### config.mk
export PLATFORM = sky130hd
export DESIGN_NAME = hazard_ctrl_unit
export DESIGN_NICKNAME = d
export VERILOG_FILES = /design/src/rtl/hazard_ctrl_unit_pkg.sv /design/src/rtl/hazard_ctrl_unit_match.sv /design/src/rtl/hazard_ctrl_unit.sv
export SDC_FILE = /design/constraint.sdc
export NUM_CORES = 1
export LEC_CHECK = 0
export BUFFER_PORTS_ARGS = -buffer_cell sky130_fd_sc_hd__buf_2
export CORE_ASPECT_RATIO = 2
export CORE_UTILIZATION = 53
export CTS_BUF_LIST = sky130_fd_sc_hd__clkbuf_8
export DETAILED_ROUTE_END_ITERATION = 10
export PLACE_DENSITY = 0.84
export RECOVER_POWER = 100
export SLEW_MARGIN = 0
export SYNTH_ARGS = -nofsm -noshare
export SYNTH_HDL_FRONTEND = slang
export SYNTH_HIERARCHICAL = 1
export SYNTH_SLANG_ARGS = --single-unit
export TNS_END_PERCENT = 10
### constraint.sdc
create_clock -name clk -period 2.8 [get_ports clk]
set_input_delay 0.28 -clock clk [delete_from_list [all_inputs] [get_ports clk]]
set_output_delay 0.28 -clock clk [all_outputs]
set_load 0.05 [all_outputs]
### src/rtl/hazard_ctrl_unit_pkg.sv
// Shared types for the ID-stage hazard controller: hazard classification codes,
// controller FSM states and the sizing rule for the stall-cycle counter.
package hazard_ctrl_unit_pkg;

    typedef enum logic [1:0] {
        HZ_NONE     = 2'd0,
        HZ_LOAD_USE = 2'd1,
        HZ_BR_ALU   = 2'd2,
        HZ_BR_LOAD  = 2'd3
    } hz_kind_t;

    typedef enum logic {
        ST_RUN   = 1'b0,
        ST_STALL = 1'b1
    } state_t;

    localparam int NUM_HZ_SRC = 4;

    // Wide enough to hold the longest stall, LOAD_LAT+1 (branch behind a load in EX).
    function automatic int stall_cnt_w(input int load_lat);
        return $clog2(load_lat + 2);
    endfunction

endpackage

### src/rtl/hazard_ctrl_unit_match.sv
// Combinational hazard detector: works out how many stall cycles the instruction in ID
// needs and which hazard class caused it.
module hazard_match
    import hazard_ctrl_unit_pkg::*;
#(
    parameter int RW       = 5,
    parameter int LOAD_LAT = 1,
    parameter int ZERO_HW  = 1,
    parameter int NW       = 2
) (
    input  logic [RW-1:0] rs_id,
    input  logic [RW-1:0] rt_id,
    input  logic          use_rs_id,
    input  logic          use_rt_id,
    input  logic          branch_id,
    input  logic [RW-1:0] rd_ex,
    input  logic          reg_write_ex,
    input  logic          mem_read_ex,
    input  logic [RW-1:0] rd_mem,
    input  logic          mem_read_mem,
    output logic [NW-1:0] n_req,
    output hz_kind_t      kind_req
);

    logic [RW-1:0] src_reg [2];
    logic [1:0]    src_match;

    assign src_reg[0] = rd_ex;
    assign src_reg[1] = rd_mem;

    genvar gi;
    generate
        for (gi = 0; gi < 2; gi++) begin : g_src
            logic zero_gated;
            assign zero_gated     = (ZERO_HW != 0) && (src_reg[gi] == '0);
            assign src_match[gi]  = !zero_gated &&
                                    (((src_reg[gi] == rs_id) && use_rs_id) ||
                                     ((src_reg[gi] == rt_id) && use_rt_id));
        end
    endgenerate

    // Candidates are ordered by non-decreasing kind code so a later hit wins a tie.
    logic [NUM_HZ_SRC-1:0] cand_hit;
    logic [NW-1:0]         cand_n    [NUM_HZ_SRC];
    hz_kind_t              cand_kind [NUM_HZ_SRC];

    assign cand_hit[0]  = mem_read_ex && src_match[0];
    assign cand_n[0]    = NW'(LOAD_LAT);
    assign cand_kind[0] = HZ_LOAD_USE;

    assign cand_hit[1]  = branch_id && reg_write_ex && !mem_read_ex && src_match[0];
    assign cand_n[1]    = NW'(1);
    assign cand_kind[1] = HZ_BR_ALU;

    assign cand_hit[2]  = branch_id && mem_read_ex && src_match[0];
    assign cand_n[2]    = NW'(LOAD_LAT + 1);
    assign cand_kind[2] = HZ_BR_LOAD;

    assign cand_hit[3]  = branch_id && mem_read_mem && src_match[1];
    assign cand_n[3]    = NW'(LOAD_LAT);
    assign cand_kind[3] = HZ_BR_LOAD;

    always_comb begin
        n_req    = '0;
        kind_req = HZ_NONE;
        for (int i = 0; i < NUM_HZ_SRC; i++) begin
            if (cand_hit[i] && (cand_n[i] >= n_req)) begin
                n_req    = cand_n[i];
                kind_req = cand_kind[i];
            end
        end
    end

endmodule

### src/rtl/hazard_ctrl_unit.sv
// ID-stage hazard controller: holds PC and IF/ID and bubbles ID/EX for the required
// number of cycles, honours flush and memory-busy freeze, and counts stall cycles.
module hazard_ctrl_unit
    import hazard_ctrl_unit_pkg::*;
#(
    parameter int RW       = 5,
    parameter int LOAD_LAT = 1,
    parameter int CNT_W    = 16,
    parameter int ZERO_HW  = 1
) (
    input  logic             clk,
    input  logic             rst_n,
    input  logic [RW-1:0]    rs_id,
    input  logic [RW-1:0]    rt_id,
    input  logic             use_rs_id,
    input  logic             use_rt_id,
    input  logic             branch_id,
    input  logic [RW-1:0]    rd_ex,
    input  logic             reg_write_ex,
    input  logic             mem_read_ex,
    input  logic [RW-1:0]    rd_mem,
    input  logic             mem_read_mem,
    input  logic             flush,
    input  logic             mem_busy,
    input  logic             perf_clr,
    output logic             pc_write,
    output logic             ifid_write,
    output logic             idex_bubble,
    output logic             pipe_freeze,
    output logic             stall_active,
    output logic [1:0]       hazard_kind,
    output logic [CNT_W-1:0] perf_stall_cnt
);

    localparam int NW = stall_cnt_w(LOAD_LAT);

    state_t          state_reg, state_next;
    logic [NW-1:0]   rem_reg, rem_next;
    hz_kind_t        kind_reg, kind_next;
    logic [CNT_W-1:0] perf_reg;

    logic [NW-1:0]   n_req;
    hz_kind_t        kind_req;

    hazard_match #(
        .RW       (RW),
        .LOAD_LAT (LOAD_LAT),
        .ZERO_HW  (ZERO_HW),
        .NW       (NW)
    ) u_match (
        .rs_id        (rs_id),
        .rt_id        (rt_id),
        .use_rs_id    (use_rs_id),
        .use_rt_id    (use_rt_id),
        .branch_id    (branch_id),
        .rd_ex        (rd_ex),
        .reg_write_ex (reg_write_ex),
        .mem_read_ex  (mem_read_ex),
        .rd_mem       (rd_mem),
        .mem_read_mem (mem_read_mem),
        .n_req        (n_req),
        .kind_req     (kind_req)
    );

    always_ff @(posedge clk or negedge rst_n) begin
        if (!rst_n) begin
            state_reg <= ST_RUN;
            rem_reg   <= '0;
            kind_reg  <= HZ_NONE;
        end else begin
            state_reg <= state_next;
            rem_reg   <= rem_next;
            kind_reg  <= kind_next;
        end
    end

    // Freeze holds everything; flush cancels any stall in progress.
    always_comb begin
        state_next = state_reg;
        rem_next   = rem_reg;
        kind_next  = kind_reg;
        if (mem_busy) begin
            state_next = state_reg;
        end else if (flush) begin
            state_next = ST_RUN;
            rem_next   = '0;
            kind_next  = HZ_NONE;
        end else begin
            case (state_reg)
                ST_RUN: begin
                    if (n_req > NW'(1)) begin
                        state_next = ST_STALL;
                        rem_next   = n_req - NW'(1);
                        kind_next  = kind_req;
                    end
                end
                ST_STALL: begin
                    rem_next = rem_reg - NW'(1);
                    if (rem_reg == NW'(1)) begin
                        state_next = ST_RUN;
                        kind_next  = HZ_NONE;
                    end
                end
                default: begin
                    state_next = ST_RUN;
                    rem_next   = '0;
                    kind_next  = HZ_NONE;
                end
            endcase
        end
    end

    always_comb begin
        pc_write     = 1'b1;
        ifid_write   = 1'b1;
        idex_bubble  = 1'b0;
        pipe_freeze  = 1'b0;
        stall_active = 1'b0;
        hazard_kind  = HZ_NONE;
        if (mem_busy) begin
            pc_write    = 1'b0;
            ifid_write  = 1'b0;
            pipe_freeze = 1'b1;
            if (state_reg == ST_STALL) begin
                hazard_kind = kind_reg;
            end
        end else if (flush) begin
            idex_bubble = 1'b1;
        end else if (state_reg == ST_STALL) begin
            pc_write     = 1'b0;
            ifid_write   = 1'b0;
            idex_bubble  = 1'b1;
            stall_active = 1'b1;
            hazard_kind  = kind_reg;
        end else if (n_req != '0) begin
            pc_write     = 1'b0;
            ifid_write   = 1'b0;
            idex_bubble  = 1'b1;
            stall_active = 1'b1;
            hazard_kind  = kind_req;
        end
    end

    always_ff @(posedge clk or negedge rst_n) begin
        if (!rst_n) begin
            perf_reg <= '0;
        end else if (perf_clr) begin
            perf_reg <= '0;
        end else if (stall_active && (perf_reg != '1)) begin
            perf_reg <= perf_reg + CNT_W'(1);
        end
    end

    assign perf_stall_cnt = perf_reg;

endmodule
==> flow_metrics.py <==
metrics = {
    "worst_setup_path": {
        "regToRegSetupSlack_ns": 0.86,
        "r2r_cells": 7,
        "crit_end": "hazard_kind[0]",
        "startpoint": "rd_ex[1]",
        "start_kind": "input port",
        "r2r_start": "perf_stall_cnt[0]$_DFFE_PN0P_",
        "required_ns": 2.52,
        "rr_endpoint": "perf_stall_cnt[15]$_DFFE_PN0P_",
        "critPathArrivalTime_ns": 2.46,
        "cp_max_fo": 3,
        "critPathKind": "input port to output pin",
        "crit_path_end_kind": "output pin",
    },
    "clock_tree": {
        "cts_max_level": 1,
        "clk_pin_slew_worst_paths_ns": 0.08,
        "ctsLongestPathBuffers": 2,
        "cts-root-buf": "clkbuf_8",
        "cts_num_sinks": 21,
        "cts_tree": "built",
        "insertion_delay_ns": 0.26,
        "numCtsBuffers": 3,
    },
    "timing": {
        "skew_ns": 0.004475,
        "period_minus_slack_ns": 2.741,
        "worstMarginPinSlew_ns": 1.170,
        "slew_violations": 0,
        "fin_ws_ns": 0.05944,
        "max_slew_margin": 0.2203,
        "rsz0062_at_grt": "true",
        "max_freq_ghz": 0.3649,
        "hold_viol_final": 0,
        "setup_viol": 0,
        "period_share": 0.9788,
    },
    "yosys": {
        "syn-mean-instance-area_um2": 9.153,
        "ys_top_cells_by_area": "dfrtp_1 31%, xnor2_1 8.8%, xor2_1 8.3%",
        "yosys.area.top_type_share": 0.3120,
        "synthCells": 184,
        "ys_seq_area_frac": 0.3120,
        "synth.net_count": 219,
        "ys.flop_type": "dfrtp_1",
        "ys_seq_elements": 21,
        "synthArstFlopShare": 1.000,
        "ys_types": 46,
        "ys.warnings.count": 6,
        "synth_edf_count": 0,
        "netlist_area_um2": 1684,
        "synth_top_area_cell": "dfrtp_1",
    },
    "routing": {
        "dr.pass1.iters": 4,
        "wl_um": 4957,
        "antenna_left": 0,
        "wl_per_cell_um": 17.21,
        "via_count": 1748,
        "via_per_inst": 6.069,
        "drtIter0Drc": 41,
        "drc": 0,
    },
    "grt": {
        "grt_pass1_vias": 1676,
        "grt_pass1_wl_um": 7465,
        "grtUsageTotal": 0.2938,
        "antenna_found_initial": 0,
        "grt.overflow.total": 0,
        "grt_max_degree": 22,
    },
    "layout": {
        "multiInputGateArea_um2": 1196,
        "area_growth_pct": 38.56,
        "drive_gt1_frac": 0.3837,
        "layout_common_cells": "28 x buf_2, 25 x buf_4, 21 x dfrtp_1",
        "fillers": 210,
        "fin_util": 0.7836,
        "largest_reg_flops": 16,
        "mostFrequentLayoutCell": "buf_2",
        "antennaDiodeCount": 0,
        "fin_nets": 294,
        "seq_area_um2": 525.5,
    },
    "power_and_ir_drop": {
        "p_per_area_nw_per_um2": 289.7,
        "ir_drop_v": 0.0002061,
        "leakage_nw": 0.9823,
    },
    "die": {
        "fp.dieH_um": 81.72,
        "die_w_um": 41.86,
        "io_pins": 54,
        "placementRows": 28,
        "core_area_um2": 2978,
        "die_area_um2": 3421,
        "start_util": 0.5655,
    },
    "status": {
        "outcome": "complete, no violations",
    },
    "placement": {
        "post-dp-hpwl_um": 3673,
        "io_buffers": 53,
        "routabilityCongestion": 0.9108,
        "dp_slack_ns": -0.2206,
    },
    "min_path": {
        "hp-start": "flush",
        "holdCritPathClass": "input port to flip-flop",
    },
    "run": {
        "cap_viol_max_count": 0,
    },
}
-- power breakdown --
| part | switching [W] | internal (W) |
|---|---|---|
| registers | 0.00000464 | 0.000308 |
| logic | 0.0000923 | 0.0000696 |
| clock network | 0.000102 | 0.0000993 |
-- worst max-delay path, stage by stage --
cell and delay (ns):
buf_2 0.12, xor2_1 0.16, nor4_2 0.28, nand3_1 0.13, o2bb2ai_2 0.16, nor3_2 0.22, buf_4 0.15, buf_6 0.09
inv_4 0.04, ha_4 0.16, nor4_2 0.26, a22o_1 0.22, buf_4 0.20
-- cell usage after synthesis (2+ instances only) --
| cell | number |
|---|---|
| nand4_1 | 5 |
| buf_4 | 3 |
| o21ai_0 | 8 |
| xor2_1 | 16 |
| nor4_2 | 4 |
| a22o_1 | 2 |
| nor3_2 | 2 |
| nand4_4 | 2 |
| xnor2_1 | 17 |
| buf_2 | 2 |
| nor3b_1 | 3 |
| nor4_1 | 5 |
| nand3_1 | 8 |
| a31oi_1 | 2 |
| nand2_1 | 14 |
| and3_1 | 2 |
| nor2_1 | 20 |
| or4_1 | 2 |
| dfrtp_1 | 21 |
| nor4b_2 | 4 |
| ha_1 | 4 |
| a21oi_1 | 5 |
| inv_1 | 10 |
-- metrics by stage --
stage	hold slack (ns)	std cells	TNS, ns	total power (W)	area, µm²
after floorplan	-0.01559	184	-0.02736	0.0003936	1695
after global placement	0.2620	282	-1.533	0.0004587	2120
after detailed placement	0.2611	282	-3.013	0.0004622	2120
after CTS	0.3455	287	-0.07571	0.0006644	2208
after global routing	0.3643	288	-0.1696	0.0007011	2333
final	0.3514	288	0	0.0006761	2333
-- what timing repair did --
action,4_1_cts,5_1_grt
gates resized for setup,9,28
pin swaps,1,16
setup endpoints to repair,5,20
hold buffers,1,0
hold endpoints to repair,21,0
buffers inserted,0,1
-- layer usage --
| metal | global-route usage | vias up | part of all wire |
|---|---|---|---|
| met2 | 0.6375 | 89 | 0.60 |
| met3 | 0.01319 | 27 | 0.034 |
| li1 | - | 799 | - |
| met5 | 0 | - | 0 |
| met1 | 0.2384 | 833 | 0.31 |
| met4 | 0.1839 | 0 | 0.052 |
-- worst min path at each step --
stage	end	cells past startpoint	slack, ns
6_report	state_reg$_DFFE_PN0N_	2	0.35
5_1_grt	state_reg$_DFFE_PN0N_	2	0.36
4_1_cts	state_reg$_DFFE_PN0N_	2	0.35
3_5_place_dp	perf_stall_cnt[9]$_DFFE_PN0P_	1	0.26
3_3_place_gp	perf_stall_cnt[9]$_DFFE_PN0P_	1	0.26
2_1_floorplan	kind_reg[0]$_DFFE_PN0P_	0	-0.02
-- final cells by class --
class                   instances  area share
clock buffers                   3     0.01769
clock inverters                 1    0.002145
inverters                      10     0.01716
multi-input cells             145      0.5126
flip-flops and latches         21      0.2252
well taps                      30     0.01609
repair buffers                 78      0.2091
-- kinds of logic after synthesis --
group / after synthesis / share of synthesized area
xor gates and xnor gates: 33 / 0.1716
muxes: 2 / 0.01263
DFF: 21 / 0.3120
AOI/OAI and AO/OA: 26 / 0.1010
adders and majority gates: 4 / 0.02972
buffers and inverters: 18 / 0.05275
and+or+nand+nor: 80 / 0.3202
(Power assumes the default switching activity.)
